$ cat config.mk
export PLATFORM = sky130hd
export DESIGN_NAME = dac_threshold_spi
export DESIGN_NICKNAME = d
export VERILOG_FILES = /design/src/rtl/dac_threshold_spi.sv
export SDC_FILE = /design/constraint.sdc
export NUM_CORES = 1
export LEC_CHECK = 0
export CAP_MARGIN = 20
export CORE_MARGIN = 2
export CORE_UTILIZATION = 45
export DETAILED_ROUTE_END_ITERATION = 12
export PLACE_DENSITY_LB_ADDON = 0.08
export RECOVER_POWER = 100
export SETUP_SLACK_MARGIN = 0.4
export SLEW_MARGIN = 40
export SYNTH_ARGS = -nofsm -noshare
export SYNTH_HDL_FRONTEND = slang
export SYNTH_SLANG_ARGS = --single-unit
$ cat constraint.sdc
create_clock -name clk_i -period 4.34 [get_ports clk_i]
set_clock_uncertainty 0.2 [all_clocks]
set_input_delay 1.302 -clock clk_i [delete_from_list [all_inputs] [get_ports clk_i]]
set_output_delay 1.302 -clock clk_i [all_outputs]
set_load 0.01 [all_outputs]
$ cat src/rtl/dac_threshold_spi.sv
// SPI DAC threshold writer: takes a 16-bit code on a one-cycle strobe, shifts it to the DAC,
// waits for the analog output to settle, then raises ready. Writes arriving while busy coalesce.
module dac_threshold_spi #(
    parameter int          CLK_DIV       = 2,
    parameter int          SETTLE_CYCLES = 10,
    parameter logic [3:0]  DAC_CMD       = 4'b0011,
    parameter logic [15:0] INIT_CODE     = 16'h0000
) (
    input  logic        clk_i,
    input  logic        rst_i,
    input  logic [15:0] threshold_i,
    input  logic        threshold_wre_i,
    output logic        threshold_rdy_o,
    output logic [15:0] last_code_o,
    output logic        dac_sclk_o,
    output logic        dac_mosi_o,
    output logic        dac_cs_n_o
);

    localparam int CMAX = (CLK_DIV > SETTLE_CYCLES) ? CLK_DIV : SETTLE_CYCLES;
    localparam int CW   = $clog2(CMAX + 1);
    localparam logic [CW-1:0] DIV_LD = CW'(CLK_DIV - 1);
    localparam logic [CW-1:0] SET_LD = CW'(SETTLE_CYCLES - 1);

    typedef enum logic [2:0] {
        S_IDLE, S_CS_SETUP, S_SHIFT, S_CS_HOLD, S_SETTLE
    } state_t;

    state_t        r_state;
    logic [CW-1:0] r_cnt;
    logic [4:0]    r_bit;
    logic          r_hi;
    logic [23:0]   r_sr;
    logic [15:0]   r_fcode;
    logic          r_pend;
    logic [15:0]   r_pcode;
    logic          r_boot;
    logic          r_rdy;
    logic [15:0]   r_last;
    logic          r_sclk;
    logic          r_csn;

    logic          w_wr;
    logic [15:0]   w_wcode;
    logic          w_done;
    logic          w_take;
    logic [15:0]   w_ncode;
    logic [23:0]   w_frame;

    // The first cycle out of reset acts as a write of INIT_CODE; a real strobe on that edge wins.
    assign w_wr    = threshold_wre_i | r_boot;
    assign w_wcode = threshold_wre_i ? threshold_i : INIT_CODE;
    assign w_done  = (r_cnt == '0);
    // A new frame starts from IDLE one cycle after the write is latched, or straight out of
    // the last SETTLE cycle when anything is waiting (including a strobe on that very edge).
    assign w_take  = ((r_state == S_IDLE) && r_pend) ||
                     ((r_state == S_SETTLE) && w_done && (r_pend || w_wr));
    assign w_ncode = w_wr ? w_wcode : r_pcode;
    assign w_frame = {DAC_CMD, w_ncode, 4'b0000};

    always_ff @(posedge clk_i) begin
        if (rst_i) begin
            r_state <= S_IDLE;
            r_cnt   <= '0;
            r_bit   <= '0;
            r_hi    <= 1'b0;
            r_sr    <= '0;
            r_fcode <= '0;
            r_pend  <= 1'b0;
            r_pcode <= '0;
            r_boot  <= 1'b1;
            r_rdy   <= 1'b0;
            r_last  <= '0;
            r_sclk  <= 1'b0;
            r_csn   <= 1'b1;
        end else begin
            r_boot <= 1'b0;

            if (w_take) begin
                r_pend <= 1'b0;
            end else if (w_wr) begin
                r_pend  <= 1'b1;
                r_pcode <= w_wcode;
            end

            if (w_take) begin
                r_state <= S_CS_SETUP;
                r_sr    <= w_frame;
                r_fcode <= w_ncode;
                r_cnt   <= DIV_LD;
                r_csn   <= 1'b0;
                r_sclk  <= 1'b0;
            end else begin
                case (r_state)
                    S_IDLE: ;
                    S_CS_SETUP: begin
                        if (w_done) begin
                            r_state <= S_SHIFT;
                            r_hi    <= 1'b1;
                            r_sclk  <= 1'b1;
                            r_bit   <= 5'd23;
                            r_cnt   <= DIV_LD;
                        end else begin
                            r_cnt <= r_cnt - 1'b1;
                        end
                    end
                    S_SHIFT: begin
                        if (!w_done) begin
                            r_cnt <= r_cnt - 1'b1;
                        end else if (r_hi) begin
                            r_sclk <= 1'b0;
                            r_hi   <= 1'b0;
                            r_cnt  <= DIV_LD;
                        end else if (r_bit == 5'd0) begin
                            r_state <= S_CS_HOLD;
                            r_cnt   <= DIV_LD;
                        end else begin
                            // next bit appears on mosi together with the rising sclk
                            r_sr   <= {r_sr[22:0], 1'b0};
                            r_sclk <= 1'b1;
                            r_hi   <= 1'b1;
                            r_bit  <= r_bit - 1'b1;
                            r_cnt  <= DIV_LD;
                        end
                    end
                    S_CS_HOLD: begin
                        if (w_done) begin
                            r_state <= S_SETTLE;
                            r_csn   <= 1'b1;
                            r_sr    <= '0;
                            r_last  <= r_fcode;
                            r_cnt   <= SET_LD;
                        end else begin
                            r_cnt <= r_cnt - 1'b1;
                        end
                    end
                    S_SETTLE: begin
                        if (w_done) begin
                            r_state <= S_IDLE;
                            r_rdy   <= 1'b1;
                        end else begin
                            r_cnt <= r_cnt - 1'b1;
                        end
                    end
                    default: r_state <= S_IDLE;
                endcase
            end

            if (w_wr) r_rdy <= 1'b0;
        end
    end

    assign threshold_rdy_o = r_rdy;
    assign last_code_o     = r_last;
    assign dac_sclk_o      = r_sclk;
    assign dac_mosi_o      = r_sr[23];
    assign dac_cs_n_o      = r_csn;

endmodule

Yosys cells after proc, flatten, opt, wreduce, memory -nomap -nowiden
Index checks and enable logic that the tools add are counted.
{"block": "word_totals", "ff_bits": 90, "inputBits": 19, "word_cells": 111}
{"block": "op_classes", "add_sub_neg": 2, "eq_ne": 22, "mux": 38, "bitwise_logic": 3, "reduce_logical": 30}
{"op": "2-to-1 mux 24 bit", "count": 4}
{"op": "one-hot mux 24 bit (2 select lines)", "count": 1}
{"op": "2-to-1 mux 16 bit", "count": 2}
{"op": "inequality test 3 bit (second input constant)", "count": 9}
{"op": "2-to-1 mux 22 bit", "count": 1}
{"op": "2-to-1 mux 5 bit", "count": 4}
{"op": "2-to-1 mux 3 bit", "count": 6}
{"op": "inequality test 2 bit (second input constant)", "count": 9}
{"op": "one-hot mux 3 bit (5 select lines)", "count": 1}
{"op": "AND reduction 7 bit", "count": 2}
{"op": "2-to-1 mux 1 bit", "count": 12}
{"op": "2-to-1 mux 4 bit", "count": 3}
{"op": "one-hot mux 4 bit (3 select lines)", "count": 1}
{"op": "one-hot mux 5 bit (2 select lines)", "count": 1}
{"op": "AND reduction 5 bit", "count": 2}
{"op": "AND reduction 4 bit", "count": 2}
{"op": "nonzero test 2 bit", "count": 4}
{"op": "equality test 3 x 2 -> 1 bit (second input constant)", "count": 2}
{"op": "AND reduction 2 bit", "count": 3}
{"op": "AND reduction 3 bit", "count": 2}
{"op": "AND reduction 6 bit", "count": 1}
{"op": "nonzero test 3 bit", "count": 2}
{"op": "OR reduction 2 bit", "count": 3}
{"op": "zero test 5 bit", "count": 1}
{"op": "other kinds (12)", "count": 17}

Depth between registers and ports, before layout
{"block": "depth", "depth_word": 6, "ltp_mapped": 9}

Worst setup path before layout
Ideal clock, no wire load.
{"block": "synth_timing", "path_type": "in2reg", "start": "input threshold_wre_i", "end": "register r_sr[16]", "setup_ps": 142, "arrival_time_ps": 2680, "setup_slack_ps": 1318, "path_stages": 7, "n_path_buf": 2, "cell_sequence": "buf_2 or3_4 a41oi_4 buf_2 nor2_1 a31oi_1 a221oi_2"}
{"block": "synth_via", "elab_chain_len": 6}
{"element": "start: declaration", "line_no": "12", "source": "input logic threshold_wre_i,"}
{"element": "OR 1 bit", "line_no": "51", "source": "assign w_wr = threshold_wre_i | r_boot;"}
{"element": "logical OR 1 bit", "line_no": "57", "source": "((r_state == S_SETTLE) && w_done && (r_pend || w_wr));"}
{"element": "logical AND 1 bit", "line_no": "57"}
{"element": "logical OR 1 bit", "line_no": "56", "source": "assign w_take = ((r_state == S_IDLE) && r_pend) ||"}
{"element": "inequality test 3 bit (no source line) / nonzero test 3 bit (equally long branches)"}
{"element": "AND reduction 5 bit (no source line)"}
{"element": "end signal: assignment", "line_no": "88", "source": "r_sr <= w_frame;"}
{"element": "end signal: assignment", "line_no": "119", "source": "r_sr <= {r_sr[22:0], 1'b0};"}
{"element": "end: declaration", "line_no": "33", "source": "logic [23:0] r_sr;"}
Several ways; a longest one is shown, not always the timed one.
A chain may end at the register's enable or synchronous reset.

Final worst setup path
{"block": "layout_timing", "start": "input threshold_wre_i", "end": "register r_sr[12]"}
The elaborated chain is that of the path after synthesis.

==> metrics.txt <==
# TYPE chip_impl_metric gauge
chip_impl_info{name="cells_along_the_critical_path",value="dlygate4sd3_1, or3_1, a41oi_4, clkbuf_2, nor2_1, a31oi_1, a221oi_2"} 1
chip_impl_info{name="netlist.top_cell.by_area",value="dfxtp_1"} 1
chip_impl_info{name="min_from",value="last_code_o[10]"} 1
chip_impl_metric{name="ys_seq_area_share",unit="%"} 45.2
chip_impl_metric{name="dr.pass1.iters",unit=""} 4
chip_impl_metric{name="worst_pin_slew",unit="ns"} 1.50
chip_impl_info{name="kind_of_critical_path",value="in2reg"} 1
chip_impl_metric{name="synthArstFlopShare",unit="%"} 0
chip_impl_metric{name="leakagePower",unit="nW"} 1.55
chip_impl_metric{name="power-per-cell-area",unit="nW/um2"} 647
chip_impl_metric{name="ioPinCount",unit=""} 39
chip_impl_info{name="primary_ff_master_synth",value="dfxtp_1"} 1
chip_impl_metric{name="fin_worst_hold_slack",unit="ns"} 0.256
chip_impl_metric{name="cts_resized",unit=""} 0
chip_impl_info{name="root_buffer",value="clkbuf_8"} 1
chip_impl_metric{name="grt_pass1_vias",unit=""} 2949
chip_impl_info{name="hold_end",value="last_code_o[10]"} 1
chip_impl_metric{name="h-tree-depth",unit=""} 3
chip_impl_metric{name="critical_path.max_stage_delay",unit="ns"} 0.65
chip_impl_info{name="synth_most_common_cell",value="dfxtp_1"} 1
chip_impl_info{name="rsz_0062_raised_after_global_routing",value="false"} 1
chip_impl_metric{name="slew_limit_headroom",unit="%"} 0.266
chip_impl_metric{name="antenna_cells_inserted",unit=""} 0
chip_impl_metric{name="fin_crit_sh",unit="%"} 84.6
chip_impl_metric{name="max_freq",unit="GHz"} 0.272
chip_impl_metric{name="post_route_cells_drive_above_1_share",unit="%"} 7.53
chip_impl_metric{name="cap_viol_max_count",unit=""} 1
chip_impl_metric{name="final_number_of_setup_violating_endpoints",unit=""} 0
chip_impl_metric{name="cts.hold.buffers_added",unit=""} 0
chip_impl_metric{name="critPathArrivalTime",unit="ns"} 3.70
chip_impl_metric{name="final_net_count",unit=""} 496
chip_impl_metric{name="syn_to_final_growth",unit="%"} 13.7
chip_impl_metric{name="share_of_the_synthesized_area_in_compound_gates_ao_oa_aoi_oai",unit="%"} 24.7
chip_impl_metric{name="synth.distinct_cells",unit=""} 49
chip_impl_metric{name="postSynthRegisterBits",unit=""} 86
chip_impl_metric{name="ys_warn_count",unit=""} 0
chip_impl_metric{name="critPathMaxFanout",unit=""} 45
chip_impl_metric{name="synth_enable_flop_cells",unit=""} 0
chip_impl_info{name="rr_startpoint",value="r_state[2]"} 1
chip_impl_metric{name="setup_total_negative_slack",unit="ns"} 0
chip_impl_metric{name="grt_start_max_net_pins",unit=""} 46
chip_impl_metric{name="postSynthAreaPerCell",unit="um2"} 8.42
chip_impl_metric{name="cts_post_setup_buffers_inserted",unit=""} 0
chip_impl_metric{name="synth_fp_nets",unit=""} 475
chip_impl_metric{name="antenna_violations_before_repair",unit=""} 0
chip_impl_metric{name="finalWeightedCongestion",unit=""} 0.803
chip_impl_metric{name="final_max_slew_viol_count",unit=""} 0
chip_impl_metric{name="synth_xor_area_share",unit="%"} 0.460
chip_impl_metric{name="grt_first_pass_wirelength",unit="mm"} 14.7
chip_impl_metric{name="die_h",unit="um"} 96.0
chip_impl_metric{name="avgRoutedWirePerCell",unit="um"} 15.6
chip_impl_metric{name="synthAdderAreaFrac",unit="%"} 1.32
chip_impl_info{name="violations",value="capacitance limit"} 1
chip_impl_info{name="crit_slowest_cell",value="clkbuf_2"} 1
chip_impl_metric{name="timing.reg2reg.worst_path_depth",unit=""} 7
chip_impl_info{name="worst_reg2reg_endpoint",value="r_sr[5]"} 1
chip_impl_info{name="synth_top_family_by_area",value="compound AO/OA/AOI/OAI gates"} 1
chip_impl_metric{name="final_util",unit="%"} 52.7
chip_impl_metric{name="reg2reg_setup_slack",unit="ns"} 1.40
chip_impl_metric{name="rows",unit=""} 33
chip_impl_metric{name="worst_ir_drop_vdd",unit="V"} 0.000277
chip_impl_metric{name="fp.dieArea",unit="um2"} 9210
chip_impl_metric{name="syn_area",unit="um2"} 3800
chip_impl_metric{name="remaining_drc_errors",unit=""} 0
chip_impl_metric{name="post-route-min-period",unit="ns"} 3.67
chip_impl_info{name="yosys-top-cells-area",value="dfxtp_1 (45%), a21oi_1 (8.5%), nor2_1 (8.0%), nand2_1 (4.1%), a211oi_1 (3.7%)"} 1
chip_impl_metric{name="synth_top_area_share",unit="%"} 45.2
chip_impl_metric{name="placedCellCount",unit=""} 567
chip_impl_info{name="yosys-top-cells-count",value="dfxtp_1 (86), nor2_1 (81), a21oi_1 (65)"} 1
chip_impl_metric{name="initial_utilization",unit="%"} 46.3
chip_impl_info{name="end_kind",value="flop"} 1
chip_impl_metric{name="worstHoldPathCells",unit=""} 2
chip_impl_metric{name="remaining_antenna_violation_count_after_routing",unit=""} 0
chip_impl_metric{name="cts_made_buffers",unit=""} 9
chip_impl_info{name="timing.critical_path.from_type",value="primary input"} 1
chip_impl_metric{name="regArea",unit="um2"} 1720
chip_impl_metric{name="die_width",unit="um"} 96.0
chip_impl_metric{name="core",unit="um2"} 8220
chip_impl_metric{name="drt_first_iter_violations",unit=""} 153
chip_impl_metric{name="clk_transition_reported_paths",unit="ns"} 0.09
chip_impl_info{name="run_status",value="finished, violations left"} 1
chip_impl_metric{name="global_route.overflow_total",unit=""} 0
chip_impl_metric{name="dpl.hpwl",unit="mm"} 6.06
chip_impl_metric{name="final-hold-violation-count",unit=""} 0
chip_impl_metric{name="cts.path.max_buffers",unit=""} 2
chip_impl_metric{name="place.port_buffers",unit=""} 38
chip_impl_metric{name="multi_input_area",unit="um2"} 1810
chip_impl_info{name="holdCritPathClass",value="reg2reg"} 1
chip_impl_info{name="clock_tree_from_tritoncts",value="yes"} 1
chip_impl_metric{name="drt_wl_total",unit="mm"} 9.08
chip_impl_metric{name="routed-via-count",unit=""} 3264
chip_impl_metric{name="grt_util_all_layers",unit="%"} 20.8
chip_impl_metric{name="worstSkewPairLatency",unit="ns"} 0.36
chip_impl_metric{name="worstPathRequired",unit="ns"} 4.36
chip_impl_metric{name="post_synth_mux_area_share",unit="%"} 0.263
chip_impl_metric{name="synth_cells",unit=""} 452
chip_impl_metric{name="clock_sinks",unit=""} 86
chip_impl_metric{name="synthSimpleGateAreaFrac",unit="%"} 22.3
chip_impl_metric{name="layoutNonFillerInstCount",unit=""} 583
chip_impl_metric{name="detail_route.vias_per_cell",unit=""} 5.60
chip_impl_metric{name="nFillCells",unit=""} 801
[cell type report]
type	count	area share (%)
Multi-Input combinational cell	321	41.8
Sequential cell	86	39.8
Timing Repair Buffer	48	10.3
Clock buffer	10	3.18
Tap cell	105	3.04
Clock inverter	6	1.24
Inverter	7	0.607
[sequential cells by signal (all words and copies together) (netlist names)]
| signal | count |
|---|---|
| r_cnt | 4 |
| last_code_o | 16 |
| r_state | 3 |
| r_pcode | 16 |
| r_boot | 1 |
| dac_sclk_o | 1 |
| dac_cs_n_o | 1 |
| r_hi | 1 |
| r_sr | 20 |
| r_fcode | 16 |
| r_bit | 5 |
| threshold_rdy_o | 1 |
| r_pend | 1 |
[how the worst max path moves through the flow]
stage,startpoint,endpoint,slack [ns],cells past startpoint
floorplan,threshold_wre_i,r_sr[16],1.32,7
global placement,threshold_wre_i,r_sr[5],0.80,7
detailed placement,threshold_wre_i,r_cnt[1],0.73,6
CTS,threshold_wre_i,dac_sclk_o,1.09,6
global route,threshold_wre_i,r_sr[5],0.49,7
finish,threshold_wre_i,r_sr[12],0.67,7
[kinds of logic after synthesis]
family / after synthesis
AO/OA/AOI/OAI: 139
AND/OR/NAND/NOR: 175
flip-flops: 86
adder cells (fa/ha/maj): 4
XOR/XNOR: 2
buffers and inverters: 45
multiplexers: 1
[per-layer routing]
layer  vias up  global-route usage (%)  part of all wire [%]
met2        81                    30.4                    42
met4         0                    8.69                   2.1
met5         -                       0                     0
met3        16                    3.92                   5.8
met1      1515                    30.1                    50
li1       1652                       -                     -
[power breakdown]
| group | switching, mW | internal (mW) | leakage (nW) | total, mW |
|---|---|---|---|---|
| Sequential | 0.163 | 0.995 | 0.703 | 1.16 |
| Clock | 0.317 | 0.234 | 0.0954 | 0.551 |
| Combinational | 0.656 | 0.434 | 0.749 | 1.09 |
| Total | 1.14 | 1.66 | 1.55 | 2.80 |
[layout by cell type (no fill, tap or decap), types with 2 or more instances in the layout]
cell type,Yosys,routed
clkinv_4,0,2
clkbuf_8,0,10
nor2_1,81,81
o21a_1,2,2
inv_6,0,2
o21ai_0,8,8
or3_1,4,5
nor2_2,2,2
dfxtp_1,86,86
buf_4,2,7
inv_1,7,7
nand3_1,3,3
a311oi_1,4,4
clkdlybuf4s50_1,0,16
ha_1,4,4
o22ai_1,2,2
a31oi_1,16,16
nor3_1,7,7
clkbuf_1,19,2
nor3b_2,2,2
nand2_1,42,43
a221oi_1,6,13
nand3b_1,2,2
nand2b_1,5,5
a211oi_1,19,19
dlygate4sd3_1,0,21
a21oi_1,65,65
nor3b_1,16,16
[worst max-delay path, delay by kind of cell]
| family | cells | cell delay [ns] |
|---|---|---|
| AOI/OAI and AO/OA | 3 | 0.57 |
| buffers and inverters | 2 | 1.23 |
| and+or+nand+nor | 2 | 0.59 |
[stage by stage]
| stage | area, um2 | setup WS [ns] | power (mW) |
|---|---|---|---|
| 6_report | 4330 | 0.668 | 2.80 |
| 2_1_floorplan | 3800 | 1.32 | 2.08 |
| 4_1_cts | 4390 | 1.09 | 2.85 |
| 3_3_place_gp | 4190 | 0.795 | 2.27 |
| 5_1_grt | 4330 | 0.494 | 3.00 |
| 3_5_place_dp | 4200 | 0.734 | 2.31 |
Power figures use the tool's default switching activity.
